--- config.mk ---
export PLATFORM = sky130hd
export DESIGN_NAME = ppm_shift_two
export DESIGN_NICKNAME = d
export VERILOG_FILES = /design/src/rtl/ppm_pkg.sv /design/src/rtl/ppm_slot_timer.sv /design/src/rtl/ppm_shift_two.sv
export SDC_FILE = /design/constraint.sdc
export NUM_CORES = 1
export LEC_CHECK = 0
export ABC_AREA = 1
export ABC_CLOCK_PERIOD_IN_PS = 1800
export CORE_MARGIN = 2
export CORE_UTILIZATION = 28
export CTS_BUF_LIST = sky130_fd_sc_hd__clkbuf_4 sky130_fd_sc_hd__clkbuf_8
export CTS_CLUSTER_SIZE = 28
export DETAILED_ROUTE_END_ITERATION = 8
export DONT_BUFFER_PORTS = 1
export PLACE_DENSITY = 0.5
export REMOVE_ABC_BUFFERS = 1
export SKIP_CTS_REPAIR_TIMING = 1
export SLEW_MARGIN = 20
export SYNTH_ARGS = -nofsm -noshare
export SYNTH_HDL_FRONTEND = slang
export SYNTH_SLANG_ARGS = --single-unit
--- constraint.sdc ---
create_clock -name clk -period 1.8 [get_ports clk]
set_clock_uncertainty 0.1 [all_clocks]
set_input_delay 0.18 -clock clk [delete_from_list [all_inputs] [get_ports clk]]
set_output_delay 0.18 -clock clk [all_outputs]
set_load 0.01 [all_outputs]
--- src/rtl/ppm_pkg.sv ---
// Shared definitions for the PPM transmitter: FSM encoding and symbol geometry.
package ppm_pkg;

  // One-hot state encoding, same style as the frame buffer upstream.
  typedef enum logic [3:0] {
    ST_IDLE = 4'b0001,
    ST_SEND = 4'b0010,
    ST_DONE = 4'b0100,
    ST_HOLD = 4'b1000
  } state_t;

  localparam int BITS_PER_SYMBOL  = 2;
  localparam int SLOTS_PER_SYMBOL = 4;
  localparam int SYMBOLS_PER_BYTE = 4;

  // Number of SEND cycles needed for one byte.
  function automatic int byte_send_cycles(input int slot_cycles, input int guard_slots);
    return SYMBOLS_PER_BYTE * (SLOTS_PER_SYMBOL + guard_slots) * slot_cycles;
  endfunction

endpackage

--- src/rtl/ppm_slot_timer.sv ---
// Slot timing for one byte: cycle-within-slot, slot-within-symbol and
// symbol-within-byte counters, plus the window/boundary flags derived from them.
module ppm_slot_timer
  import ppm_pkg::*;
#(
  parameter int SLOT_CYCLES  = 4,
  parameter int PULSE_CYCLES = 2,
  parameter int GUARD_SLOTS  = 0
) (
  input  logic       clk,
  input  logic       rst,
  input  logic       clear,
  input  logic       run,
  output logic [2:0] slot,
  output logic [1:0] sym,
  output logic       in_pulse_window,
  output logic       last_cycle_of_symbol,
  output logic       last_cycle_of_byte
);

  localparam int CW = $clog2(SLOT_CYCLES) + 1;
  localparam logic [CW-1:0] CYC_LAST  = CW'(SLOT_CYCLES - 1);
  localparam logic [CW-1:0] PULSE_LEN = CW'(PULSE_CYCLES);
  localparam logic [2:0]    SLOT_LAST = 3'(SLOTS_PER_SYMBOL - 1 + GUARD_SLOTS);
  localparam logic [1:0]    SYM_LAST  = 2'(SYMBOLS_PER_BYTE - 1);

  logic [CW-1:0] cycle_cnt;
  logic [2:0]    slot_cnt;
  logic [1:0]    sym_cnt;
  logic          cyc_end;
  logic          slot_end;

  // Boundary flags and the pulse window, decoded from the current counts.
  always_comb begin
    cyc_end              = (cycle_cnt == CYC_LAST);
    slot_end             = cyc_end && (slot_cnt == SLOT_LAST);
    in_pulse_window      = (cycle_cnt < PULSE_LEN);
    last_cycle_of_symbol = slot_end;
    last_cycle_of_byte   = slot_end && (sym_cnt == SYM_LAST);
    slot                 = slot_cnt;
    sym                  = sym_cnt;
  end

  // Nested counters: cycle wraps into slot, slot wraps into symbol.
  always_ff @(posedge clk) begin
    if (rst || clear) begin
      cycle_cnt <= '0;
      slot_cnt  <= '0;
      sym_cnt   <= '0;
    end else if (run) begin
      if (cyc_end) begin
        cycle_cnt <= '0;
        if (slot_cnt == SLOT_LAST) begin
          slot_cnt <= '0;
          sym_cnt  <= sym_cnt + 2'd1;
        end else begin
          slot_cnt <= slot_cnt + 3'd1;
        end
      end else begin
        cycle_cnt <= cycle_cnt + CW'(1);
      end
    end
  end

endmodule

--- src/rtl/ppm_shift_two.sv ---
// Byte-to-4PPM serializer: accepts a byte on strobe, sends four 2-bit symbols
// MSB pair first, pulses done once per byte, then holds off before resampling.
//
// Handshake: shift_two_strobe is a level "byte pending" flag, sampled only in
// IDLE. The byte is taken on the edge where IDLE sees strobe=1. The block
// answers with a single-cycle shift_two_data_send_done after the last slot;
// strobe/data are ignored until HOLD has run HOLDOFF cycles, giving the
// upstream time to present its next byte or drop strobe.
module ppm_shift_two
  import ppm_pkg::*;
#(
  parameter int SLOT_CYCLES  = 4,
  parameter int PULSE_CYCLES = 2,
  parameter int GUARD_SLOTS  = 0,
  parameter int HOLDOFF      = 2
) (
  input  logic       clk,
  input  logic       rst,
  input  logic       shift_two_strobe,
  input  logic [7:0] data_in,
  output logic       shift_two_data_send_done,
  output logic       ppm_out,
  output logic       busy
);

  localparam int HW = $clog2(HOLDOFF) + 1;
  localparam logic [HW-1:0] HOLD_LAST = HW'(HOLDOFF - 1);

  state_t        state;
  state_t        state_nxt;
  logic [7:0]    sreg;
  logic [HW-1:0] hold_cnt;
  logic          ppm_nxt;
  logic          accept;

  logic [2:0]    slot;
  logic [1:0]    sym;
  logic          in_pulse_window;
  logic          last_cycle_of_symbol;
  logic          last_cycle_of_byte;

  ppm_slot_timer #(
    .SLOT_CYCLES (SLOT_CYCLES),
    .PULSE_CYCLES(PULSE_CYCLES),
    .GUARD_SLOTS (GUARD_SLOTS)
  ) u_timer (
    .clk                 (clk),
    .rst                 (rst),
    .clear               (accept),
    .run                 (state == ST_SEND),
    .slot                (slot),
    .sym                 (sym),
    .in_pulse_window     (in_pulse_window),
    .last_cycle_of_symbol(last_cycle_of_symbol),
    .last_cycle_of_byte  (last_cycle_of_byte)
  );

  // Next state, handshake outputs and the next PPM line value.
  always_comb begin
    state_nxt                = state;
    accept                   = 1'b0;
    shift_two_data_send_done = 1'b0;
    busy                     = 1'b0;
    ppm_nxt                  = 1'b0;
    case (state)
      ST_IDLE: begin
        if (shift_two_strobe) begin
          accept    = 1'b1;
          state_nxt = ST_SEND;
        end
      end
      ST_SEND: begin
        busy    = 1'b1;
        ppm_nxt = (slot == {1'b0, sreg[7 -: BITS_PER_SYMBOL]}) && in_pulse_window;
        if (last_cycle_of_byte) state_nxt = ST_DONE;
      end
      ST_DONE: begin
        busy                     = 1'b1;
        shift_two_data_send_done = 1'b1;
        state_nxt                = ST_HOLD;
      end
      ST_HOLD: begin
        busy = 1'b1;
        if (hold_cnt == HOLD_LAST) state_nxt = ST_IDLE;
      end
      default: begin
        // Any corrupted encoding falls back to IDLE with outputs low.
        state_nxt = ST_IDLE;
      end
    endcase
  end

  // State register.
  always_ff @(posedge clk) begin
    if (rst) state <= ST_IDLE;
    else     state <= state_nxt;
  end

  // Byte register: load on accept, shift one symbol out at each symbol
  // boundary (the final symbol needs no shift, the byte is finished then).
  always_ff @(posedge clk) begin
    if (rst) begin
      sreg <= '0;
    end else if (accept) begin
      sreg <= data_in;
    end else if ((state == ST_SEND) && last_cycle_of_symbol && (sym != 2'd3)) begin
      sreg <= sreg << BITS_PER_SYMBOL;
    end
  end

  // Holdoff counter, only counts while in HOLD.
  always_ff @(posedge clk) begin
    if (rst)                   hold_cnt <= '0;
    else if (state == ST_HOLD) hold_cnt <= hold_cnt + HW'(1);
    else                       hold_cnt <= '0;
  end

  // Registered PPM line, one cycle behind the slot counters.
  always_ff @(posedge clk) begin
    if (rst) ppm_out <= 1'b0;
    else     ppm_out <= ppm_nxt;
  end

endmodule
* Yosys cells after proc, flatten, opt, wreduce, memory -nomap -nowiden
Cells that the tools add are included.
** Cells by class
- Magnitude comparators :: 1
- Reductions and logical operators :: 13
- Bitwise logic cells :: 2
- $add $sub $neg :: 4
- Mux-type cells :: 12
- Eq/ne operators :: 13
** Operator list (number)
- 8-bit two-way mux :: 2
- 4-bit one-hot mux with 4 select lines :: 1
- 4-bit two-way mux :: 3
- 2-bit != test (second input constant) :: 4
- 3-bit by 1-bit adder with 3-bit output (second input constant) :: 2
- 3-bit by 2-bit == test with 1-bit output (second input constant) :: 2
- 3-bit two-way mux :: 2
- 3-bit AND reduction :: 2
- 1-bit logical AND :: 5
- 2-bit by 1-bit adder with 2-bit output (second input constant) :: 2
- 4-bit by 1-bit == test with 1-bit output (second input constant) :: 1
- 4-bit by 2-bit == test with 1-bit output (second input constant) :: 1
- 4-bit by 3-bit == test with 1-bit output (second input constant) :: 1
- 4-bit == test (second input constant) :: 1
- 1-bit two-way mux :: 4
- 2-bit OR reduction :: 2
- 3-bit by 2-bit == test with 1-bit output :: 1
- 3-bit by 2-bit less-than comparator with 1-bit output (second input constant) :: 1
- 3-bit OR reduction :: 1
- 2-bit by 1-bit == test with 1-bit output (second input constant) :: 1
- 2-bit == test (second input constant) :: 1
- 1-bit inverter :: 2
- 2-bit AND reduction :: 1
- 2-bit nonzero test :: 1
- 1-bit logical OR :: 1
** Word-level totals
- Word-level logic and storage cells :: 52
- Register bits :: 23

* Depth between registers and ports, before layout
- Word-level depth :: 6
- Gate-level depth with buffers :: 8
- Depth with buffers taken out :: 8

* Modules after synthesis
Synthesis repeated with hierarchy kept, for this count alone.
** Second synthesis, totals
- Cell total of the unflattened synthesis :: 165
- Area, all modules :: 1204.9 µm²
** By module, submodules not included
- ppm_shift_two :: area each 789.5 µm², cells an instance 104, instances 1, seq. area each 300.3 µm²
- ppm_slot_timer :: area each 415.4 µm², cells an instance 61, instances 1, seq. area each 160.2 µm²

* Least setup slack after synthesis
Ideal clock, no wire load.
- Kind :: reg2reg
- From :: register u_timer.cycle_cnt[0]
- To :: register sreg[6]
- Arrival time :: 1.169 ns
- Stages on the path, launching flop included :: 9
- Clock period less this slack :: 1.382 ns
- Path slack :: 0.418 ns
- Setup time :: 0.113 ns
- Data required time :: 1.587 ns
- Path buffers :: 0
- Cells stage by stage :: dfxtp_1 -> ha_1 -> nand2_1 -> nor2_4 -> nand3_4 -> nand2_4 -> inv_2 -> nor2_1 -> nor2_1
** Between the ends
- Longest elaborated chain between the ends :: 5
** RTL lines
- start, declared :: line ppm_slot_timer.sv:27 : logic [CW-1:0] cycle_cnt;
- start signal, assigned :: line ppm_slot_timer.sv:60 : cycle_cnt <= cycle_cnt + CW'(1);
- 3-bit by 2-bit == test with 1-bit output :: line ppm_slot_timer.sv:35 : cyc_end = (cycle_cnt == CYC_LAST);
- 1-bit logical AND :: line ppm_slot_timer.sv:36 : slot_end = cyc_end && (slot_cnt == SLOT_LAST);
- 1-bit logical AND (2 in series) :: line ppm_shift_two.sv:106 : end else if ((state == ST_SEND) && last_cycle_of_symbol && (sym != 2'd3)) begin
- 2-bit nonzero test (no line)
- end signal, assigned :: line ppm_shift_two.sv:105 : sreg <= data_in;
- end signal, assigned :: line ppm_shift_two.sv:107 : sreg <= sreg << BITS_PER_SYMBOL;
- end, declared :: line ppm_shift_two.sv:31 : logic [7:0] sreg;
No other way between the ends.
A chain may end at the register's enable or synchronous reset.

* Worst setup path after layout
- From :: register state[3]
- To :: output port busy
** Between the ends
- Longest elaborated chain between the ends :: 3
- Elaborated cells between the ends (all ways) :: 5
- Classes of those cells :: eq/ne: 3; mux: 1; reduce/logical: 1
** RTL lines
- start, declared :: line ppm_shift_two.sv:29 : state_t state;
- start signal, assigned :: line ppm_shift_two.sv:96 : else state <= state_nxt;
- 4-bit == test (tied with other cells) :: line ppm_shift_two.sv:65 : case (state)
- 3-bit OR reduction (no line) *
- 1-bit two-way mux * :: line ppm_shift_two.sv:65
- end, declared :: line ppm_shift_two.sv:23 : output logic busy
Mark *: on every way between the ends. The rest lies on a longest branch, timed or not.

==> results.md <==
- Critical Path AT: 1370 ps
- Slew margin rel.: 0.7729
- Critical path buffers and inverters: 0
- Peak VDD IR: 0.2698 mV
- Clk buf depth: 2
- Worst R2R End: sreg[6]$_SDFFE_PP0P_
- Run status: complete, no violations
- Post-Syn Instances: 144
- Post-synth EDFFs: 0
- Num CTS Buffers: 3
- Endpoint class of the critical path: output port
- Seq/Total Area, Yosys: 0.4071
- CTS tree: yes
- Top-Level Pins: 14
- Hold path depth: 4
- Setup slack after layout: 153.7 ps
- Worst hold path class: in -> reg
- Die width: 67.56 um
- Largest net degree at the start of global routing: 20
- Max Cap Violations: 0
- Die Y: 67.56 um
- R2R setup slack: 280 ps
- Root Buffer: clkbuf_8
- Leakage: 0.5122 nW
- Hold Path Origin: data_in[6]
- Vias in the first global route: 972
- Total wire length: 2.219 mm
- CTS H-tree lvls: 1
- Port Buf Inserts: 0
- Core Region: 3943 um^2
- FP Rows: 23
- Critical path's slowest cell: dfxtp_1
- Clock slew seen by the registers of the worst setup and hold paths: 90 ps
- Layout area overhead: 10.95%
- Initial DRC count: 9
- Ys flop type: dfxtp_1
- First-pass iteration count of the detailed router: 4
- Hold Path Sink: sreg[6]$_SDFFE_PP0P_
- Post-synth ARST share: 0
- Reg2Reg Depth: 8
- Ant. Diodes: 0
- Initial antenna violation count: 0
- Slew @ Worst Pin: 339.6 ps
- Req. time, crit path: 1520 ps
- Via-to-Cell Ratio: 4.678
- Top cell family by delay on the critical path: simple AND/OR/NAND/NOR gates
- Endpoints failing hold: 0
- Worst stage delay on the critical path: 380 ps
- Total grt overflow: 0
- Wirelength per Cell: 11.15 um
- Mean post-synth cell area: 7.855 um^2
- # setup viols final: 0
- Post-synth cell types: 22
- Crit Path Max Fanout: 8
- Worst Setup Start Kind: register
- Pre-CTS setup slack: 278.4 ps
- Via count: 931
- Fraction of layout instances using a drive strength above 1: 0.09396
- R2r startpoint: u_timer.cycle_cnt[1]$_SDFFE_PP0P_
- Worst path cell trace: nor2_4 -> nand3_2 -> nand3_1
- Final Max Tran Viols: 0
- Top cell type's share of synthesized area: 0.4071
- Global-route wire length before repair: 4.008 mm
- Detailed Place HPWL: 1.645 mm
- Antenna Violating Nets Remaining: 0
- Fin crit share: 0.9146
- PD cells: 819.0 nW/um^2
- Crit. Startpoint: state[3]$_SDFFE_PP0P_
- Synth area leaders: dfxtp_1 (41%), nand2_1 (12%), nand3_1 (7.1%)
- Fmax: 607.4 MHz
- RSZ-0062 raised after global routing: no
- Die area: 4564 um^2
- Yosys warning count: 0
- Nets: 165
- # fillers: 426
- Final setup TNS: 0 ps
- DRC viols: 0
- Post-synth top area cell: dfxtp_1
- Clk_lat worst skew: 270 ps
- #FFs+latches synth: 23
- Post-synthesis cell area: 1131 um^2
- # clock sinks: 23
- Initial core utilization: 0.2869
- Worst Setup Path Type: reg -> out
- GR Util All Layers: 0.1186
- Minimum clock period: 1646 ps
- Gpl congestion: 0.7038
==> Yosys cell counts (2+ instances only) <==
library cell  instances
nand3b_1              2
nor2_4                5
dfxtp_1              23
nor2_1               10
a21oi_1              12
nand3_4               2
nor3_1                2
inv_1                12
nand3_1              16
a211oi_1              2
nand2_1              36
xor2_1                4
nand4_1               6
ha_1                  4
==> layer usage <==
layer  up-vias  global-route usage  wire (um)  part of all wire
met2        11              0.1924       1040              0.47
met1       424              0.1378       1052              0.47
li1        491                   -          -                 -
met5         -                   0          0                 0
met4         0             0.08929         66             0.030
met3         5             0.02167         60             0.027
==> flip-flops by register name (all words and copies together) (netlist names) <==
register,count
sreg,8
state,4
u_timer.cycle_cnt,3
u_timer.slot,3
hold_cnt,2
u_timer.sym,2
ppm_out,1
==> worst min-delay path: cells and delay by family <==
kind,cells,cell delay [ps]
AND/OR/NAND/NOR,4,210
==> cells in the final DEF (no fill, tap or decap), types with 2 or more instances in the layout <==
master and instances:
dlygate4sd3_1 3, a211oi_1 2, nor2_4 5, clkbuf_8 3, nor3_1 2, dfxtp_1 23
xor2_1 4, nand4_1 6, nand3_1 16, nand3b_1 2, a21oi_1 12, nand2_1 36
nand3_4 2, nor2_1 10, inv_1 12, ha_1 4
==> worst max path at each step <==
stage               slack, ps  cells past startpoint                   end
floorplan                 420                      8  sreg[6]$_SDFFE_PP0P_
global placement          320                      8  sreg[7]$_SDFFE_PP0P_
detailed placement        280                      8  sreg[7]$_SDFFE_PP0P_
CTS                       150                      3                  busy
global route               60                      3                  busy
finish                    150                      3                  busy
==> power by group <==
group / leakage [nW] / internal (mW) / switching [mW]
clock network: 0.0255 / 0.155 / 0.172
logic: 0.300 / 0.0558 / 0.0989
registers: 0.187 / 0.531 / 0.0154
==> cell families after synthesis <==
logic type,Yosys count,share of synthesized area
flip-flops,23,0.4071
AO/OA/AOI/OAI,16,0.07743
XOR/XNOR,4,0.03097
AND/OR/NAND/NOR,82,0.3839
buffers and inverters,15,0.05641
adder cells (fa/ha/maj),4,0.04425
==> final cells by class <==
| class | count | area (um^2) | area share |
|---|---|---|---|
| timing repair buffer | 3 | 30.03 | 0.02393 |
| clock buffer | 3 | 41.29 | 0.03290 |
| clock inverter | 1 | 5.005 | 0.003988 |
| tap | 50 | 62.56 | 0.04985 |
| inverter | 13 | 48.80 | 0.03888 |
| multi-input combinational | 106 | 606.8 | 0.4836 |
| sequential | 23 | 460.4 | 0.3669 |
==> per-stage QoR <==
step | instances | hold slack (ps) | cell area [um^2] | utilization | total power, mW
finish | 199 | 56.26 | 1255 | 0.3183 | 1.028
global placement | 192 | 151.7 | 1179 | 0.2990 | 0.7054
detailed placement | 192 | 151.9 | 1179 | 0.2990 | 0.7083
global route | 199 | 77.66 | 1255 | 0.3183 | 1.090
floorplan | 142 | 149.1 | 1116 | - | 0.6796
CTS | 196 | -145.5 | 1225 | 0.3107 | 1.036
Power figures use the tool's default switching activity.
